--- src/rtl/pc_gen.sv ---
// pc_gen: fetch program counter with redirect selection, stall-held redirect and misaligned-target trapping
module pc_gen #(
    parameter int              XLEN         = 32,
    parameter logic [XLEN-1:0] RESET_VECTOR = {XLEN{1'b0}}
) (
    input  logic            clk,
    input  logic            rst_n,
    input  logic            stall,
    input  logic [1:0]      pc_src,
    input  logic [XLEN-1:0] pc_target,
    input  logic [XLEN-1:0] alu_result,
    input  logic            trap,
    input  logic [XLEN-1:0] trap_vec,
    output logic [XLEN-1:0] pc,
    output logic [XLEN-1:0] pc_plus_4,
    output logic            redirect_pending,
    output logic            misalign,
    output logic [XLEN-1:0] misalign_addr
);
    logic            pend_valid, pend_trap;
    logic [XLEN-1:0] pend_tgt;
    logic [XLEN-1:0] tgt, res_tgt, next_pc;
    logic            is_br, redir, mis, res_trap, use_live;

    assign pc_plus_4        = pc + XLEN'(4);
    assign redirect_pending = pend_valid;

    always_comb begin
        is_br    = (pc_src == 2'b01) || (pc_src == 2'b10);
        tgt      = (pc_src == 2'b01) ? pc_target : {alu_result[XLEN-1:1], 1'b0};
        redir    = trap || is_br;
        // live pc_src is ignored on the cycle a held redirect is applied
        use_live = stall || !pend_valid;
        mis      = use_live && !trap && is_br && tgt[1];
        res_trap = trap || mis;
        res_tgt  = res_trap ? trap_vec : tgt;
        next_pc  = trap ? trap_vec : pend_valid ? pend_tgt : redir ? res_tgt : pc_plus_4;
    end

    always_ff @(posedge clk or negedge rst_n) begin
        if (!rst_n) begin
            pc            <= RESET_VECTOR;
            pend_valid    <= 1'b0;
            pend_trap     <= 1'b0;
            pend_tgt      <= '0;
            misalign      <= 1'b0;
            misalign_addr <= '0;
        end else begin
            misalign <= mis;
            if (mis) misalign_addr <= tgt;
            if (stall) begin
                // a held trap can only be replaced by another trap
                if (redir && (res_trap || !pend_valid || !pend_trap)) begin
                    pend_valid <= 1'b1;
                    pend_trap  <= res_trap;
                    pend_tgt   <= res_tgt;
                end
            end else begin
                pc         <= next_pc;
                pend_valid <= 1'b0;
            end
        end
    end
endmodule

--- config.mk ---
export PLATFORM = sky130hd
export DESIGN_NAME = pc_gen
export DESIGN_NICKNAME = d
export VERILOG_FILES = /design/src/rtl/pc_gen.sv
export SDC_FILE = /design/constraint.sdc
export NUM_CORES = 1
export LEC_CHECK = 0
export ABC_AREA = 1
export BUFFER_PORTS_ARGS = -buffer_cell sky130_fd_sc_hd__buf_2
export CAP_MARGIN = 40
export CORE_MARGIN = 2
export CORE_UTILIZATION = 50
export DETAILED_ROUTE_END_ITERATION = 10
export GPL_TIMING_DRIVEN = 0
export PLACE_DENSITY = 0.81
export SLEW_MARGIN = 20
export SYNTH_ARGS = -nofsm -noshare
export SYNTH_HDL_FRONTEND = slang
export SYNTH_SLANG_ARGS = --single-unit
export TNS_END_PERCENT = 100
--- constraint.sdc ---
create_clock -name clk -period 2.8 [get_ports clk]
set_input_delay 0.28 -clock clk [delete_from_list [all_inputs] [get_ports clk]]
set_output_delay 0.28 -clock clk [all_outputs]
set_load 0.005 [all_outputs]
==> results of run 1 <==
[state kept, by name, summed over array words and instances (netlist names)]
register          cells
misalign_addr        32
pend_tgt             32
misalign              1
redirect_pending      1
pend_trap             1
pc                   32
[worst reg2reg max path, cell delays in order (launching register included)]
cell and delay (ns):
dfrtp_1 0.41, ha_1 0.25, nand2_1 0.09, nor2_1 0.27, nand2_1 0.20, nor2_1 0.24
xor2_1 0.30, nand2_1 0.08, nand3_1 0.09, nand2_1 0.06, nand2_1 0.07
[synth_stat cells (3+ instances only)]
cell type / number
a21oi_1: 47
a31oi_1: 22
and2_1: 5
buf_1: 3
buf_2: 13
buf_4: 7
buf_6: 5
clkbuf_1: 22
dfrtp_1: 99
inv_1: 68
inv_2: 5
mux2i_1: 6
nand2_1: 388
nand3_1: 66
nand4_1: 3
nor2_1: 76
nor2_2: 3
nor3_1: 3
o211ai_1: 15
o21ai_0: 40
o21ai_1: 21
or2_2: 3
xnor2_1: 4
xor2_1: 11
[worst max-delay path by stage]
stage | startpoint | endpoint | slack (ns) | cells after the start
after floorplan | pc_src[1] | pend_tgt[14] | 1.07 | 15
after global placement | rst_n | pc[17] | 0.34 | 1
after detailed placement | pc_src[1] | pc[1] | 0.46 | 11
after CTS | pc[3] | pc_plus_4[14] | 0.27 | 7
after global routing | pc[3] | pc_plus_4[22] | 0.10 | 8
final | pc[3] | pc_plus_4[14] | 0.22 | 7
[area by class of cell]
type	count	area, um^2	area share [%]
repair buffers	200	1035	13.18
flip-flops and latches	99	2477	31.56
plain buffers	50	267.8	3.411
well taps	172	215.2	2.741
multi-input cells	728	3292	41.93
clock buffers	11	242.7	3.092
clock inverters	5	36.28	0.4622
inverters	75	284.0	3.618
[through the flow]
step / hold slack [ns] / instances
finish: 0.1705 / 1340
global route: 0.2106 / 1340
CTS: 0.1774 / 1340
detailed placement: 0.2345 / 1323
global placement: 0.4562 / 1322
floorplan: -0.01559 / 952
[metal layers]
metal | vias up | track usage [%] | wire (um) | share of wire [%]
li1 | 3483 | - | - | -
met1 | 3367 | 45.79 | 9105 | 40
met2 | 427 | 54.07 | 10250 | 45
met3 | 82 | 6.175 | 2304 | 10
met4 | 0 | 17.86 | 1130 | 5.0
met5 | - | 0 | 0 | 0
[power by group through the flow]
stage	clock network [W]	registers, W	logic, W
2_1_floorplan	0	0.00193	0.000722
3_3_place_gp	0	0.00194	0.00130
3_5_place_dp	0	0.00195	0.00134
4_1_cts	0.00121	0.00193	0.00135
5_1_grt	0.00126	0.00197	0.00152
6_report	0.00121	0.00194	0.00136
[kinds of logic (layout without fill, tap and decap cells)]
family                     Yosys count  in the layout  share of synthesized area, %
DFF                                 99             99                         39.19
xor gates and xnor gates            15             15                         2.078
AOI/OAI and AO/OA                  150            150                         13.14
and+or+nand+nor                    555            555                         35.51
adders and majority gates            2              2                        0.3958
buffers and inverters              125            341                         8.729
muxes                                6              6                        0.9502
==> summary.txt, run 1 <==
Outcome
  • Status: finished clean

Cells and area
  • Layout cells sized above 1: 22.09%
  • # nets final: 1,267
  • Antenna diodes: 0
  • Fin util: 62.97%
  • Most frequent cells in the layout: 388 x nand2_1, 210 x buf_2, 99 x dfrtp_1
  • Area delta synth->final: 24.19%
  • Cell area after layout: roughly 8000 um^2
  • Most common cell after layout, fill and taps aside: nand2_1
  • Total of fill cells in the finished design: about 1,200

Global routing
  • Vias in the first global route: 6,876
  • Gr ovfl total: 0
  • Antenna violations before repair: 0
  • Global-route wire length before repair: 35.20 mm
  • GRT Total Usage: between 30% and 40%
  • Largest net degree at the start of global routing: 56

Detailed routing
  • Initial DRC Count: 759
  • Initial DRT Pass Iterations: 7
  • Via count: 7,359
  • Post-route ant nets: 0
  • Drt drc: 0
  • Detailed Route WL: approximately 23 mm
  • DR WL/cell: approximately 17 um
  • Via density: 5.492

Setup path
  • FF-to-FF Start: pc[3]
  • Crit path buf inv count: 1
  • Critical path class: reg2out
  • Critical Path AT: around 2.3 ns
  • CP max stage cell: dfrtp_1
  • Required time of the critical path: around 2.5 ns
  • Reg2reg end: pc[14]
  • R2R Setup Slk: about 0.66 ns
  • CP top delay family: simple AND/OR/NAND/NOR gates
  • CP Cell Sequence: ha_1 -> nand2_1 -> nor2_1 -> nand2_1 -> nor2_1 -> xor2_1 -> buf_2
  • Crit Path Max Fanout: 5
  • Setup crit end kind: primary output
  • Crit start category: register
  • Delay of the slowest critical-path stage: just over 0.4 ns
  • R2R cell count: 10

Clock tree
  • Hold_buf cts: 1
  • Root Driver: clkbuf_16
  • Clock sinks: 99
  • H-Tree Depth: 3
  • Clock buffer count from CTS: 9
  • Clk Latency, worst-skew pair: approximately 0.36 ns
  • Resized cells post-CTS: 0
  • Post-CTS Setup Inserts: 0
  • Clock buffer depth: 2
  • Clock transition at path regs: 0.07 ns
  • CTS tree: done

Yosys
  • Synth top area share: 39.19%
  • Fraction of registers with async set/reset: 100.0%
  • Top_reg_cell synth: dfrtp_1
  • Syn_area_per_cell: 6.640 um^2
  • Top post-synthesis cells by area: dfrtp_1 39%, nand2_1 23%, nand3_1 5.2%
  • Cell variety after synth: 35
  • Sequential share of the synthesized area: about 39%
  • Yosys warns: 0
  • Synthesized cell area: about 6300 um^2
  • Syn nets: ~1,100
  • Yosys top cell by area: dfrtp_1
  • Post-synth EDFFs: 0
  • Post-Synthesis Cells: approximately 950
  • #FFs+latches synth: 99

Placement
  • DP Worst Slack: 0.4620 ns
  • RePlAce Congestion: 0.9672
  • Placed cell area: roughly 7600 um^2
  • Final HPWL DP: about 17 mm
  • Port bufs: 198

Min path
  • Worst Hold Path Cells: 3
  • Hold Path Origin: trap_vec[0]
  • Hold/Removal Path Class: in2reg
  • Worst Hold End: pc[0]

Die
  • Core Region: 12,470 um^2
  • I/O pin cnt: 200
  • Std-Cell Rows: between 40 and 50
  • Die footprint: around 14,000 um^2
  • Starting Density: about 51%
  • Die width: 116.4 um
  • Die height: around 120 um

STA
  • Actual slew at the worst max-slew pin: slightly below 0.7 ns
  • Final setup margin: around 0.22 ns
  • Setup Skew: about 0.011 ns
  • Final hold violations: 0
  • Min Tclk post-route: approximately 2.6 ns
  • Tcrit/Tclk final: between 90% and 100%
  • Worst slew margin: around 53%
  • RSZ-0062 raised after global routing: no
  • Max-slew violation count: 0
  • Final setup viols: 0
  • Fmax achieved: 0.3882 GHz
  • Setup_tns: 0 ns

Power and ir drop
  • Peak VDD IR: ~0.31 mV
  • Combinational power share: between 30 and 40%
  • Seq pwr share: 43.0%
  • Cell Pwr Density: 574.7 nW/um^2
  • Sw frac: 35.71%
  • Cell Int Power: 0.002901 W
  • Net Switching: between 0.0015 and 0.002 W
  • LEAKAGE: approximately 4.2 nW
  • Clk pwr share: 26.9%
  • Final Power: ~0.0045 W

Flow run
  • Max cap viols: 0
Power figures use the tool's default switching activity.
==> run 2, diff against run 1 <==
Settings changed: CORE_ASPECT_RATIO set to 1.1.
==> summary.txt, run 2 (synthesized netlist as in run 1, its figures left out) <==
Clock tree
  • Clk Latency, worst-skew pair: 0.35 ns (about the same)
  • Post-CTS Setup Inserts: 0 (unchanged)
  • Clock sinks: 99 (unchanged)
  • Clock transition at path regs: 0.07 ns (about the same)
  • CTS tree: done
  • Root Driver: clkbuf_16
  • Clock buffer depth: 2 (unchanged)
  • H-Tree Depth: 3 (unchanged)
  • Clock buffer count from CTS: 9 (unchanged)

Min path
  • Hold/Removal Path Class: in2reg
  • Hold Path Origin: trap_vec[0]

STA
  • Min Tclk post-route: 2.565 ns (-0.01085 ns)
  • Setup_tns: 0 ns (unchanged)
  • Setup Skew: 0.009862 ns (-0.001213 ns)
  • RSZ-0062 raised after global routing: no
  • Tcrit/Tclk final: 91.61% (-0.39 points)
  • Fmax achieved: 0.3899 GHz (+0.42%)
  • Worst slew margin: 54.27% (+0.82 points)
  • Max-slew violation count: 0 (unchanged)
  • Actual slew at the worst max-slew pin: 0.6834 ns (-0.01218 ns)
  • Final hold violations: 0 (unchanged)
  • Final setup viols: 0 (unchanged)

Setup path
  • Crit Path Max Fanout: 5 (unchanged)
  • Critical Path AT: 2.29 ns (about the same)
  • Required time of the critical path: 2.52 ns (about the same)
  • Setup crit end kind: primary output
  • CP Launch Point: pc[3]
  • Crit start category: register
  • Critical path class: reg2out
  • FF-to-FF Start: pc[3]

Die
  • Die width: 111.2 um (-4.5%)
  • Core Region: 12,480 um^2 (+0.13%)
  • Die footprint: 13,560 um^2 (about the same)
  • I/O pin cnt: 200 (unchanged)
  • Starting Density: 50.64% (-0.066 points)
  • Die height: 121.9 um (+4.7%)
  • Std-Cell Rows: 43 (+4.9%)

Cells and area
  • Fin util: 63.21% (+0.24 points)
  • Biggest regs: misalign_addr: 32 flops, pc: 32 flops, pend_tgt: 32 flops
  • Area of the multi-input gates: 3292 um^2 (unchanged)
  • Storage element area: 2477 um^2 (unchanged)
  • Most frequent cells in the layout: 388 x nand2_1, 210 x buf_2, 99 x dfrtp_1
  • Total of fill cells in the finished design: 1,186 (-4.7%)
  • Layout cells sized above 1: 22.17% (+0.086 points)
  • Final non-filler cell total: 1,325 (-1.1%)
  • # nets final: 1,267 (unchanged)
  • Area delta synth->final: 24.82%
  • Most common cell after layout, fill and taps aside: nand2_1
  • Antenna diodes: 0 (unchanged)

Detailed routing
  • WL met2: 10.32 mm (+0.61%)
  • Initial DRC Count: 779 (+2.6%)
  • Via density: 5.552 (+1.1%)
  • Initial DRT Pass Iterations: 7 (unchanged)
  • DR WL/cell: 16.72 um (-1.7%)
  • Routed wl met3: 2.149 mm (-6.7%)
  • Wl on met1: 8.916 mm (-2.1%)
  • Via count: 7,357 (-0.027%)
  • Drt drc: 0 (unchanged)
  • Detailed Route WL: 22.15 mm (-2.8%)
  • Post-route ant nets: 0 (unchanged)
  • DR top layer: met4

Global routing
  • Largest net degree at the start of global routing: 80 (+43%)
  • Gr ovfl total: 0 (unchanged)
  • GRT Total Usage: 32.48% (-2.0 points)
  • Antenna violations before repair: 0 (unchanged)
  • Global-route wire length before repair: 34.60 mm (-1.7%)
  • Vias in the first global route: 6,841 (-0.51%)

Flow run
  • Max cap viols: 0 (unchanged)

Placement
  • RePlAce Congestion: 0.9868 (+2.0%)
  • Final HPWL DP: 17.13 mm (-0.79%)
  • Port bufs: 198 (unchanged)
  • Placed insts: 1,308 (-1.1%)

Power and ir drop
  • LEAKAGE: 4.241 nW (+0.52%)
  • Cell Pwr Density: 596.0 nW/um^2 (+3.7%)
  • Peak VDD IR: 0.3425 mV (+11%)

Outcome
  • Status: finished clean
[run 2: layout make-up]
cell class                      instances  area share (%)
Buffer                                 50           3.394
Clock buffer                           11           3.203
Clock inverter                          5           1.078
Inverter                               75           3.600
Multi-Input combinational cell        728           41.72
Sequential cell                        99           31.40
Tap cell                              157           2.490
Timing Repair Buffer                  200           13.11
[run 2: power by group]
group / switching, W / leakage, nW / internal (W)
Clock: 0.000577 / 0.162 / 0.000836
Sequential: 0.000223 / 1.19 / 0.00171
Combinational: 0.000796 / 2.89 / 0.000558
[run 2: path summary, 6_finish.rpt]
| kind | slack (ns) | cells after the start | endpoint |
|---|---|---|---|
| hold / removal | 0.19 | 3 | pc[0] |
| setup / recovery | 0.23 | 8 | pc_plus_4[22] |
| hold reg to reg | 0.47 | 1 | misalign_addr[1] |
| min in group asynchronous | 0.34 | 2 | misalign_addr[1] |
| setup reg to reg | 0.64 | 11 | pc[26] |
| max in group asynchronous | 1.79 | 3 | pend_tgt[12] |
[run 2: metrics by stage]
| stage | total power [W] | setup WS, ns | hold slack (ns) | instance area [um^2] |
|---|---|---|---|---|
| final | 0.004702 | 0.2349 | 0.1864 | 7890 |
| after detailed placement | 0.003282 | 0.3988 | 0.1379 | 7542 |
| after CTS | 0.004672 | 0.2787 | 0.1861 | 7890 |
| after floorplan | 0.002648 | 1.074 | -0.01559 | 6321 |
| after global placement | 0.003244 | 0.3842 | 0.4485 | 7508 |
| after global routing | 0.004923 | 0.1146 | 0.2121 | 7890 |
[run 2: per-layer routing]
layer	vias to the layer above	global-route usage, %
li1	3464	-
met1	3367	42.68
met2	465	54.31
met3	61	5.224
met4	0	12.81
met5	-	0
[run 2: what timing repair did]
action | 4_1_cts | 5_1_grt
hold buffers | 1 | 0
endpoints found under the hold margin | 20 | 0
resized for setup | 0 | 0
[run 2: critical path, cell delays in order (launching register included)]
cell     delay (ns)
dfrtp_1        0.43
ha_1           0.26
nand2_1        0.08
nor2_1         0.23
nand2_1        0.19
nor2_2         0.23
nand2_1        0.09
xnor2_1        0.25
buf_2          0.17
==> run 3, diff against run 2 <==
Settings changed: CORE_MARGIN 2 to 8.
==> summary.txt, run 3 (synthesized netlist as in run 1, its figures left out) <==
Outcome
  • Status: finished clean

Detailed routing
  • Drt drc: 0 (unchanged)
  • Post-route ant nets: 0 (unchanged)
  • Wl on met1: 9.560 mm (+7.2%)
  • WL met2: 10.67 mm (+3.4%)
  • Via count: 7,249 (-1.5%)
  • Detailed Route WL: 23.21 mm (+4.8%)
  • Initial DRT Pass Iterations: 6 (-1)
  • Initial DRC Count: 746 (-4.2%)
  • Via density: 5.471 (-1.5%)
  • Routed wl met3: 2.246 mm (+4.5%)
  • DR top layer: met4
  • DR WL/cell: 17.52 um (+4.8%)

Clock tree
  • Clock transition at path regs: 0.07 ns (about the same)
  • Clock buffer depth: 2 (unchanged)
  • Resized cells post-CTS: 0 (unchanged)
  • Clk Latency, worst-skew pair: 0.35 ns (about the same)
  • Clock buffer count from CTS: 9 (unchanged)
  • Clock sinks: 99 (unchanged)
  • H-Tree Depth: 3 (unchanged)
  • Root Driver: clkbuf_16
  • CTS tree: done

Power and ir drop
  • Clk pwr share: 28.6% (-1.4 points)
  • Seq pwr share: 41.7% (+0.5 points)
  • Cell Pwr Density: 588.0 nW/um^2 (-1.3%)
  • Net Switching: 0.001588 W (-0.54%)
  • Combinational power share: 29.7% (+0.9 points)
  • Cell Int Power: 0.003038 W (-2.2%)
  • Sw frac: 34.32% (+0.37 points)
  • LEAKAGE: 4.227 nW (-0.33%)
  • Peak VDD IR: 0.2873 mV (-16%)
  • Final Power: 0.004626 W (-1.6%)

Cells and area
  • Cell area after layout: 7868 um^2 (-0.29%)
  • Layout cells sized above 1: 22.09% (-0.086 points)
  • Antenna diodes: 0 (unchanged)
  • Biggest regs: misalign_addr: 32 flops, pc: 32 flops, pend_tgt: 32 flops
  • Final non-filler cell total: 1,325 (unchanged)
  • # nets final: 1,267 (unchanged)
  • Most frequent cells in the layout: 388 x nand2_1, 210 x buf_2, 99 x dfrtp_1
  • Most common cell after layout, fill and taps aside: nand2_1
  • Area delta synth->final: 24.47%
  • Fin util: 63.03% (-0.18 points)

STA
  • RSZ-0062 raised after global routing: no
  • Final hold violations: 0 (unchanged)
  • Worst slew margin: 52.82% (-1.5 points)
  • Max-slew violation count: 0 (unchanged)
  • Fmax achieved: 0.3884 GHz (-0.38%)
  • Setup_tns: 0 ns (unchanged)
  • Final setup viols: 0 (unchanged)
  • Tcrit/Tclk final: 91.96% (+0.35 points)
  • Min Tclk post-route: 2.575 ns (+0.009911 ns)
  • Actual slew at the worst max-slew pin: 0.7052 ns (+0.02177 ns)
  • Setup Skew: 0.008082 ns (-0.001780 ns)

Setup path
  • Cell mode on critical path: nand2_1
  • Crit Path Max Fanout: 5 (unchanged)
  • CP Cell Sequence: ha_1 -> nand2_1 -> nor2_1 -> nand2_1 -> nor2_2 -> nand2_1 -> xnor2_1 -> buf_2
  • CP top delay family: simple AND/OR/NAND/NOR gates
  • Critical path class: reg2out
  • Crit start category: register
  • Critical Path AT: 2.29 ns (about the same)
  • FF-to-FF Start: pc[3]
  • Crit path depth: 8 (unchanged)
  • Delay of the slowest critical-path stage: 0.43 ns (about the same)
  • CP Launch Point: pc[3]
  • Required time of the critical path: 2.52 ns (about the same)
  • R2R cell count: 11 (unchanged)
  • Crit path buf inv count: 1 (unchanged)
  • CP max stage cell: dfrtp_1
  • Setup crit end kind: primary output

Global routing
  • Largest net degree at the start of global routing: 66 (-18%)
  • Antenna violations before repair: 0 (unchanged)
  • GRT Total Usage: 28.25% (-4.2 points)
  • Vias in the first global route: 7,087 (+3.6%)
  • Gr ovfl total: 0 (unchanged)
  • Global-route wire length before repair: 36.69 mm (+6.1%)

Die
  • Die footprint: 16,500 um^2 (+22%)
  • Die height: 133.9 um (+9.8%)
  • Die width: 123.2 um (+11%)
  • Core Region: 12,480 um^2 (unchanged)
  • Std-Cell Rows: 43 (unchanged)
  • I/O pin cnt: 200 (unchanged)
  • Starting Density: 50.64% (unchanged)

Min path
  • Hold/Removal Path Class: in2reg
  • Worst Hold Path Cells: 3 (unchanged)
  • Hold Path Origin: trap_vec[0]

Placement
  • Final HPWL DP: 18.06 mm (+5.4%)
  • Placed insts: 1,308 (unchanged)
  • Port bufs: 198 (unchanged)
  • Placed cell area: 7542 um^2 (unchanged)
  • RePlAce Congestion: 0.9598 (-2.7%)

Flow run
  • Max cap viols: 0 (unchanged)
run 3: through the flow:
| stage | hold WS, ns | setup WS, ns |
|---|---|---|
| after floorplan | -0.01559 | 1.074 |
| after global placement | 0.4471 | 0.3797 |
| after detailed placement | 0.1972 | 0.3995 |
| after CTS | 0.1755 | 0.2517 |
| after global routing | 0.2002 | 0.08011 |
| final | 0.1762 | 0.2250 |
run 3: per-layer routing:
metal  vias to the layer above  global-route usage, %
li1                       3481                      -
met1                      3269                  36.30
met3                        61                  5.843
met2                       438                  44.99
met5                         -                      0
met4                         0                  11.86
run 3: final cells by class:
class | count | area, um^2
sequential | 99 | 2477
buffer | 50 | 267.8
clock buffer | 13 | 270.3
tap | 157 | 196.4
timing repair buffer | 200 | 1035
fill | 1178 | 4614
inverter | 75 | 284.0
multi-input combinational | 728 | 3292
clock inverter | 3 | 45.04
run 3: what timing repair did:
action	4_1_cts	5_1_grt
hold endpoints to repair	34	0
endpoints found under the setup margin	0	0
hold buffers	1	0
setup buffers	0	0
run 3: power by group through the flow:
| stage | registers (W) | logic, W | clock network (W) |
|---|---|---|---|
| 3_3_place_gp | 0.00193 | 0.00133 | 0 |
| 5_1_grt | 0.00196 | 0.00153 | 0.00136 |
| 3_5_place_dp | 0.00194 | 0.00135 | 0 |
| 4_1_cts | 0.00192 | 0.00137 | 0.00132 |
| 2_1_floorplan | 0.00193 | 0.000722 | 0 |
| 6_report | 0.00193 | 0.00137 | 0.00132 |
run 3: final timing paths:
kind | endpoint | slack (ns)
min in group asynchronous | misalign_addr[1] | 0.39
min reg2reg | misalign_addr[1] | 0.47
min | pc[0] | 0.18
max in group asynchronous | pend_tgt[17] | 1.75
max reg2reg | pc[26] | 0.61
max | pc_plus_4[26] | 0.23
run 3: worst reg2reg max path: cells and delay by family, from the launching register on:
kind,cells,cell delay [ns]
and+or+nand+nor,9,1.21
DFF,1,0.43
adders and majority gates,1,0.25
xor gates and xnor gates,1,0.24
